`config.mk`:
```
export PLATFORM = sky130hd
export DESIGN_NAME = stash_path_exerciser
export DESIGN_NICKNAME = d
export VERILOG_FILES = /design/src/rtl/stash_path_exerciser.sv
export SDC_FILE = /design/constraint.sdc
export NUM_CORES = 1
export LEC_CHECK = 0
export ABC_AREA = 1
export CORE_MARGIN = 2
export CORE_UTILIZATION = 45
export CTS_CLUSTER_SIZE = 40
export DETAILED_ROUTE_END_ITERATION = 16
export GPL_TIMING_DRIVEN = 0
export PLACE_DENSITY = 0.76
export RECOVER_POWER = 50
export SYNTH_ARGS = -nofsm -noshare
export SYNTH_HDL_FRONTEND = slang
export SYNTH_SLANG_ARGS = --single-unit
```
`constraint.sdc`:
```
create_clock -name Clock -period 3.6 [get_ports Clock]
set_clock_uncertainty 0.05 [all_clocks]
set_input_delay 0.72 -clock Clock [delete_from_list [all_inputs] [get_ports Clock]]
set_output_delay 0.72 -clock Clock [all_outputs]
set_load 0.01 [all_outputs]
```
`src/rtl/stash_path_exerciser.sv`:
```
// Stash path-access traffic generator and checker: one scan/write/read/check sequence per Start.
// Optional watchdog enabled by defining STASH_EXERCISER_TIMEOUT_EN.
module stash_path_exerciser #(
    parameter int DataWidth     = 64,
    parameter int ORAMU         = 32,
    parameter int ORAML         = 32,
    parameter int StashEAWidth  = 8,
    parameter int BlocksPerPath = 4,
    parameter int BeatsPerBlock = 8,
    parameter int ScanDelay     = 10
) (
    input  logic                    Clock,
    input  logic                    Reset,
    input  logic                    Start,
    input  logic                    Mode,
    input  logic [ORAMU-1:0]        BaseAddr,
    input  logic [ORAML-1:0]        AccessLeaf,
    output logic                    StartScanOperation,
    output logic                    StartReadOperation,
    output logic [DataWidth-1:0]    WriteData,
    output logic [ORAMU-1:0]        WritePAddr,
    output logic [ORAML-1:0]        WriteLeaf,
    output logic                    WriteInValid,
    input  logic                    WriteInReady,
    input  logic                    BlockWriteComplete,
    input  logic [DataWidth-1:0]    ReadData,
    input  logic [ORAMU-1:0]        ReadPAddr,
    input  logic [ORAML-1:0]        ReadLeaf,
    input  logic                    ReadOutValid,
    output logic                    ReadOutReady,
    input  logic                    BlockReadComplete,
    input  logic                    PathReadComplete,
    input  logic [StashEAWidth-1:0] StashOccupancy,
    input  logic                    StashOverflow,
    output logic                    Busy,
    output logic                    Done,
    output logic [6:0]              ErrorFlags,
    output logic [15:0]             AccessCount
);
    localparam int IdxW  = (BlocksPerPath > 1) ? $clog2(BlocksPerPath) : 1;
    localparam int BeatW = (BeatsPerBlock > 1) ? $clog2(BeatsPerBlock) : 1;
    localparam int DlyW  = (ScanDelay > 1) ? $clog2(ScanDelay + 1) : 1;

    typedef enum logic [2:0] {IDLE, SCAN, DELAY, WRITE, READ_START, READ, CHECK} state_t;

    state_t                  state_q, state_d;
    logic                    mode_q, mode_d;
    logic [ORAMU-1:0]        base_q, base_d;
    logic [ORAML-1:0]        leaf_q, leaf_d;
    logic [StashEAWidth-1:0] occ_base_q, occ_base_d;
    logic [6:0]              err_q, err_d;
    logic [BlocksPerPath-1:0] bitmap_q, bitmap_d;
    logic [IdxW-1:0]         blk_q, blk_d;
    logic [DataWidth-1:0]    cnt_q, cnt_d;
    logic [DataWidth-1:0]    dbase_q, dbase_d;
    logic [BeatW-1:0]        rbeat_q, rbeat_d;
    logic                    rbad_q, rbad_d;
    logic [DlyW-1:0]         dly_q, dly_d;
    logic [15:0]             acc_q, acc_d;
    logic                    done_q, done_d;

    // Read-side decode of the beat currently presented by the Stash
    logic                    real_fire;
    logic [ORAMU-1:0]        ridx_full;
    logic [IdxW-1:0]         ridx;
    logic                    beat_bad;
    logic                    blk_bad;
    logic [DataWidth-1:0]    exp_data;

    assign real_fire = (state_q == READ) && ReadOutValid && (ReadPAddr != '1);
    assign ridx_full = ReadPAddr - base_q;
    assign ridx      = ridx_full[IdxW-1:0];
    assign beat_bad  = (ridx_full >= ORAMU'(BlocksPerPath)) || (ReadLeaf != leaf_q);
    assign blk_bad   = rbad_q || beat_bad;
    assign exp_data  = dbase_q + DataWidth'(ridx) * DataWidth'(BeatsPerBlock) + DataWidth'(rbeat_q);

`ifdef STASH_EXERCISER_TIMEOUT_EN
    logic [19:0] wd_q, wd_d;
    logic        wd_expired;
    logic        beat_accept;
    assign wd_expired  = (state_q != IDLE) && (state_q != CHECK) && (wd_q == '1);
    assign beat_accept = (WriteInValid && WriteInReady) || ((state_q == READ) && ReadOutValid);
`endif

    always_comb begin
        state_d    = state_q;
        mode_d     = mode_q;
        base_d     = base_q;
        leaf_d     = leaf_q;
        occ_base_d = occ_base_q;
        err_d      = err_q;
        bitmap_d   = bitmap_q;
        blk_d      = blk_q;
        cnt_d      = cnt_q;
        dbase_d    = dbase_q;
        rbeat_d    = rbeat_q;
        rbad_d     = rbad_q;
        dly_d      = dly_q;
        acc_d      = acc_q;
        done_d     = 1'b0;
`ifdef STASH_EXERCISER_TIMEOUT_EN
        wd_d       = wd_q;
`endif

        if (WriteInValid && WriteInReady) begin
            cnt_d = cnt_q + DataWidth'(1);
        end

        case (state_q)
            IDLE: begin
                if (Start) begin
                    state_d    = SCAN;
                    mode_d     = Mode;
                    base_d     = BaseAddr;
                    leaf_d     = Mode ? ~AccessLeaf : AccessLeaf;
                    occ_base_d = StashOccupancy;
                    dbase_d    = cnt_q;
                    err_d      = '0;
                    bitmap_d   = '0;
                    blk_d      = '0;
                    rbeat_d    = '0;
                    rbad_d     = 1'b0;
                end
            end
            SCAN: begin
                dly_d   = '0;
                state_d = (ScanDelay == 0) ? WRITE : DELAY;
            end
            DELAY: begin
                if (dly_q == DlyW'(ScanDelay - 1)) begin
                    state_d = WRITE;
                end else begin
                    dly_d = dly_q + DlyW'(1);
                end
            end
            WRITE: begin
                if (BlockWriteComplete) begin
                    if (blk_q == IdxW'(BlocksPerPath - 1)) begin
                        blk_d   = '0;
                        state_d = READ_START;
                    end else begin
                        blk_d = blk_q + IdxW'(1);
                    end
                end
            end
            READ_START: state_d = READ;
            READ: begin
                // Invalid blocks are only flagged once, at their last beat
                if (real_fire) begin
                    if (!beat_bad && (ReadData != exp_data)) begin
                        err_d[0] = 1'b1;
                    end
                    if (BlockReadComplete) begin
                        rbeat_d = '0;
                        rbad_d  = 1'b0;
                        if (blk_bad) begin
                            err_d[1] = 1'b1;
                        end else if (bitmap_q[ridx]) begin
                            err_d[2] = 1'b1;
                        end else begin
                            bitmap_d[ridx] = 1'b1;
                        end
                    end else begin
                        rbeat_d = rbeat_q + BeatW'(1);
                        rbad_d  = blk_bad;
                    end
                end
                if (PathReadComplete) begin
                    state_d = CHECK;
                end
            end
            CHECK: begin
                if (!mode_q) begin
                    if (!(&bitmap_q)) err_d[3] = 1'b1;
                    if (StashOccupancy != occ_base_q) err_d[4] = 1'b1;
                end else begin
                    if (|bitmap_q) err_d[3] = 1'b1;
                    if (StashOccupancy != occ_base_q + StashEAWidth'(BlocksPerPath)) err_d[4] = 1'b1;
                end
                state_d = IDLE;
                done_d  = 1'b1;
                acc_d   = acc_q + 16'd1;
            end
            default: state_d = IDLE;
        endcase

        if ((state_q != IDLE) && StashOverflow) begin
            err_d[5] = 1'b1;
        end

`ifdef STASH_EXERCISER_TIMEOUT_EN
        if (wd_expired) begin
            err_d[6] = 1'b1;
            state_d  = CHECK;
        end
        if ((state_d != state_q) || beat_accept) begin
            wd_d = '0;
        end else if (state_q != IDLE) begin
            wd_d = wd_q + 20'd1;
        end
`endif
    end

    always_ff @(posedge Clock or negedge Reset) begin
        if (!Reset) begin
            state_q    <= IDLE;
            mode_q     <= 1'b0;
            base_q     <= '0;
            leaf_q     <= '0;
            occ_base_q <= '0;
            err_q      <= '0;
            bitmap_q   <= '0;
            blk_q      <= '0;
            cnt_q      <= '0;
            dbase_q    <= '0;
            rbeat_q    <= '0;
            rbad_q     <= 1'b0;
            dly_q      <= '0;
            acc_q      <= '0;
            done_q     <= 1'b0;
`ifdef STASH_EXERCISER_TIMEOUT_EN
            wd_q       <= '0;
`endif
        end else begin
            state_q    <= state_d;
            mode_q     <= mode_d;
            base_q     <= base_d;
            leaf_q     <= leaf_d;
            occ_base_q <= occ_base_d;
            err_q      <= err_d;
            bitmap_q   <= bitmap_d;
            blk_q      <= blk_d;
            cnt_q      <= cnt_d;
            dbase_q    <= dbase_d;
            rbeat_q    <= rbeat_d;
            rbad_q     <= rbad_d;
            dly_q      <= dly_d;
            acc_q      <= acc_d;
            done_q     <= done_d;
`ifdef STASH_EXERCISER_TIMEOUT_EN
            wd_q       <= wd_d;
`endif
        end
    end

    assign StartScanOperation = (state_q == SCAN);
    assign StartReadOperation = (state_q == READ_START);
    assign WriteInValid       = (state_q == WRITE);
    assign ReadOutReady       = (state_q == READ);
    assign Busy               = (state_q != IDLE);
    assign Done               = done_q;
    assign WriteData          = cnt_q;
    assign WritePAddr         = base_q + ORAMU'(blk_q);
    assign WriteLeaf          = leaf_q;
    assign ErrorFlags         = err_q;
    assign AccessCount        = acc_q;

endmodule

```
# Word level (Yosys, flattened, before mapping)
# Index checks and enable logic that the tools add are counted.
[word_totals]
ff_bits = 241
in_bits = 210
out_inout_bits = 157
word_cells = 144
[classes]
addsub = 10
n_lt_le_gt_ge = 3
n_eq_ne = 30
mux = 48
n_bitwise = 2
reduce_logical = 31
[ops]
columns = ["op", "count"]
rows = [
  ["adder 64 x 1 -> 64 bit, second input constant", 1],
  ["adder 64 x 3 -> 64 bit", 1],
  ["adder 64 x 5 -> 64 bit", 1],
  ["!= test 64 bit", 1],
  ["adder 32 x 2 -> 32 bit", 1],
  ["greater-or-equal comparator 32 x 3 -> 1 bit, second input constant", 1],
  ["2-to-1 mux 32 bit", 1],
  ["!= test 32 bit", 1],
  ["!= test 32 bit, second input constant", 1],
  ["NOT 32 bit", 1],
  ["subtractor 32 bit", 1],
  ["2-to-1 mux 3 bit", 9],
  ["2-to-1 mux 4 bit", 6],
  ["case mux 3 bit (6 select lines)", 1],
  ["adder 16 x 1 -> 16 bit, second input constant", 1],
  ["2-to-1 mux 1 bit", 16],
  ["!= test 2 x 1 -> 1 bit, second input constant", 8],
  ["!= test 8 bit", 2],
  ["case mux 4 bit (2 select lines)", 2],
  ["AND reduction 4 bit", 4],
  ["!= test 3 bit, second input constant", 4],
  ["case mux 3 bit (2 select lines)", 2],
  ["AND reduction 6 bit", 2],
  ["nonzero test 2 bit", 6],
  ["other kinds (28)", 50],
]

# Logic depth before layout (Yosys ltp)
[logic_depth]
word_depth = 11
ltp_mapped = 23
depth_no_buf = 23

# Worst setup path before layout
# Ideal clock, no wire load.
[synth_path]
kind = "input-to-reg"
start = "input port ReadPAddr[0]"
end = "register err_q[0], in the netlist ErrorFlags[0]"
setup_time_ns = 0.118
t_arrival_ns = 3.216
required_time_ns = 3.432
slack_ns = 0.216
cell_stages = 22
path_buffers = 0
path_cell_list = "inv_1 -> ha_1 -> inv_1 -> fa_1 -> ha_1 -> nand2_1 -> nor2_1 -> nand2_1 -> nand2_1 -> nand3_1 -> nor2_1 -> nand2_1 -> nand2_1 -> nand2_1 -> nand2_1 -> nand2_1 -> nor2_1 -> nand2_1 -> nor2_1 -> nand3_1 -> nand3_1 -> nand2_1"
[synth_via]
elab_chain_cells = 7
word_cells_on_any_way = 13
cone_classes = "add/sub (3); order compare (1); eq/ne (4); reduce/logical (5)"
[synth_rtl]
columns = ["item", "line_no", "text"]
rows = [
  ["start, declared", "27", "input logic [ORAMU-1:0] ReadPAddr,"],
  ["subtractor 32 bit", "71", "assign ridx_full = ReadPAddr - base_q;"],
  ["adder 64 x 5 -> 64 bit or greater-or-equal comparator 32 x 3 -> 1 bit (tied branches)", "75, 73", ""],
  ["adder 64 x 3 -> 64 bit or logical OR 1 bit (tied branches)", "75, 73", ""],
  ["!= test 64 bit or zero test 1 bit (tied branches)", "150", "if (!beat_bad && (ReadData != exp_data)) begin"],
  ["logical AND 1 bit", "150", ""],
  ["!= test 2 x 1 -> 1 bit (no line)", "-", ""],
  ["AND reduction 4 bit (no line) *", "-", ""],
  ["end signal, assigned", "230", "err_q <= err_d;"],
  ["end, declared", "51", "logic [6:0] err_q, err_d;"],
]
# Mark *: on every way between the ends. The rest lies on a longest branch, timed or not.
# A chain may end at the register's enable or synchronous reset.

# Final worst setup path
[layout_path]
start = "register blk_q[1]"
end = "output port WritePAddr[28]"
[layout_via]
elab_chain_cells = 1
[layout_rtl]
columns = ["item", "line_no", "text"]
rows = [
  ["start, declared", "53", "logic [IdxW-1:0] blk_q, blk_d;"],
  ["start signal, assigned", "232", "blk_q <= blk_d;"],
  ["adder 32 x 2 -> 32 bit", "253", "assign WritePAddr = base_q + ORAMU'(blk_q);"],
  ["end, declared", "21", "output logic [ORAMU-1:0] WritePAddr,"],
]
# Every way passes these cells.

==> metrics.txt <==
outcome finished, violations left; violated checks max-capacitance violations, max-slew violations, negative setup slack; final wirelength 67,500 µm; Final #Nets 3,321; Clk pin slew, worst setup/hold paths 0.06 ns; CTS tree done; post-layout util 0.604; combinational fraction of design power 0.511; Clock Path Buffers 3; PortBufs 364; top_reg_cell synth dfrtp_1; core area 39,600 µm²; Die ar. 41,700 µm²; max cap viols 2; WP data required 2.83 ns; largest cells by area after synthesis dfrtp_1 33%, nand2_1 16%, xor2_1 8.9%; Final GP Congestion 0.979; FF+latch count, synth 241; WL per Instance 18.7 µm; Total GRT Usage 0.321; post-synthesis cell type count 53; Slew headroom -0.133; final hold slack 0.435 ns; Routed Antenna Nets 0; top post-synthesis cells by count 776 x nand2_1, 372 x inv_1, 264 x nor2_1, 241 x dfrtp_1, 183 x xor2_1; CTS Root Cell clkbuf_16; warnings from Yosys 0; number of synthesized flops with an enable pin 0; Net Sw Power 0.00673 W; Overflow after GRT 0; Worst-Margin Slew 1.70 ns; Tcrit/Tclk final 1.15; drt via density 5.28; number of antenna violations at the first check in global routing 5; FP Rows 73; Synthesized Nets 2,883; Startpoint Class flop; routed via count 19,100; Die W 204 µm; TritonCTS Buffers 29; cell taking the most area after synthesis dfrtp_1; sequential area share after synthesis 0.335; layout cells sized above 1 0.0768; CP max FO 3; P_int 0.00827 W; Power Density 626 nW/µm²; initial core utilization 0.455; asr flop ratio synth 1.00; Syn Std Cell Area 18,000 µm²; max-slew violation count 232; initial drt markers 1,611; First-pass DRT Iterations 7; final setup vio count 24; P&R area growth vs syn 32.9%; wire length of the first global-routing pass 104,000 µm; Highest Clock Rate 243 MHz; Post-route DRC 0; Max VDD drop 0.313 mV; worst reg2reg setup slack -0.26 ns; Clock Power Share 0.203; P_leak 11.4 nW; Die Ht 204 µm; clk sink count 241; Filler cells 3,661; min Tclk post-route 4.12 ns; dpl hpwl 54,400 µm; largest net degree at the start of global routing 124; Final Hold Fails 0; final worst setup slack -0.523 ns; Avg Cell Area, Syn 6.87 µm²; RSZ-0062 raised after global routing true; critical path class flop to output port; switching power share of the total 0.448; cell with the most instances after synthesis nand2_1; Boundary Pins 367; Arr. time, crit path 3.35 ns; Worst Hold Class flop to flop; Tot Pwr 0.0150 W; top-area cell type share of the netlist area 0.335; vias in the first global route 18,900; cell count after synthesis 2,625; sequential group share of total power 0.285; critical path capture point type output port; H-Tree Depth 1; Worst-Skew Late Latency 0.57 ns
layer usage:
layer	wire, µm	vias to the layer above	track usage
li1	-	9194	-
met1	28900	8993	0.421
met2	31600	729	0.541
met3	4310	147	0.0383
met4	2740	2	0.121
met5	13	-	0
layout make-up:
cell class	count	area, µm²	area share
Antenna cell	4	10.0	0.000418
Clock buffer	36	812	0.0339
Inverter	379	1420	0.0594
Clock inverter	17	181	0.00758
Multi-Input combinational cell	1965	10800	0.450
Sequential cell	241	6030	0.252
Tap cell	525	657	0.0274
Buffer	40	159	0.00664
Timing Repair Buffer	407	3910	0.163
flip-flops by register name, summed over array words and instances, names as in the netlist:
| signal | flops |
|---|---|
| AccessCount | 16 |
| Done | 1 |
| ErrorFlags | 6 |
| WriteData | 64 |
| WriteLeaf | 32 |
| base_q | 32 |
| bitmap_q | 4 |
| blk_q | 2 |
| dbase_q | 64 |
| dly_q | 4 |
| mode_q | 1 |
| occ_base_q | 8 |
| rbad_q | 1 |
| rbeat_q | 3 |
| state_q | 3 |
worst paths after layout:
kind	cells past startpoint	end	from
max	14	WritePAddr[28]	blk_q[1]
min	1	AccessCount[15]	AccessCount[15]
max reg2reg	13	WriteData[59]	state_q[2]
min reg2reg	1	AccessCount[15]	AccessCount[15]
max in group asynchronous	3	WriteData[43]	Reset
min in group asynchronous	2	AccessCount[4]	Reset
logic make-up after synthesis:
family,after synthesis,share of synthesized area
AND/OR/NAND/NOR,1447,0.353
buffers and inverters,419,0.0877
XOR/XNOR,247,0.125
flip-flops,241,0.335
AO/OA/AOI/OAI,222,0.0653
adder cells (fa/ha/maj),48,0.0346
other,1,0.000208
per-stage QoR:
stage	instance area (µm²)	instances	TNS [ns]	setup slack (ns)
final	23900	3614	-5.36	-0.523
after global routing	23900	3614	-11.80	-0.704
after CTS	23900	3602	-4.58	-0.557
after detailed placement	22400	3516	-7.44	-1.19
after global placement	22300	3514	-2074.18	-8.62
after floorplan	18000	2625	0	0.216
repair_timing:
action | 4_1_cts | 5_1_grt
hold endpoints to repair | 11 | 0
pin swaps | 36 | 33
gates resized for setup | 162 | 46
buffers inserted | 32 | 10
hold buffers | 1 | 0
endpoints found under the setup margin | 25 | 31
cell usage in the layout (no fill, tap or decap), types with 21 or more instances in the layout:
cell type and count:
a21oi_1 41, buf_2 21, buf_4 31, clkbuf_1 34, clkbuf_16 29, clkdlybuf4s50_1 320
dfrtp_1 241, ha_1 41, inv_1 368, nand2_1 761, nand3_1 150, nand3b_1 22
nand4_1 60, nor2_1 245, nor2_2 23, nor3_1 77, nor4_1 23, o21ai_0 145
xnor2_1 58, xor2_1 182
power groups by stage:
stage | combinational (W) | clock, W | sequential (W)
2_1_floorplan | 0.00463 | 0 | 0.00416
3_3_place_gp | 0.00730 | 0 | 0.00425
3_5_place_dp | 0.00743 | 0 | 0.00428
4_1_cts | 0.00761 | 0.00309 | 0.00424
5_1_grt | 0.00854 | 0.00320 | 0.00437
6_report | 0.00767 | 0.00305 | 0.00428
worst max-delay path: stages (launching register included):
cell	delay (ns)
dfrtp_1	0.37
buf_4	0.13
inv_1	0.06
fa_2	0.40
nor3_4	0.26
nand2_2	0.12
nor3_2	0.18
nand4_1	0.19
nor3_4	0.21
nand3_2	0.13
nor2_4	0.17
nand4_4	0.12
buf_4	0.16
xor2_1	0.15
buf_2	0.14
(Power assumes the default switching activity.)
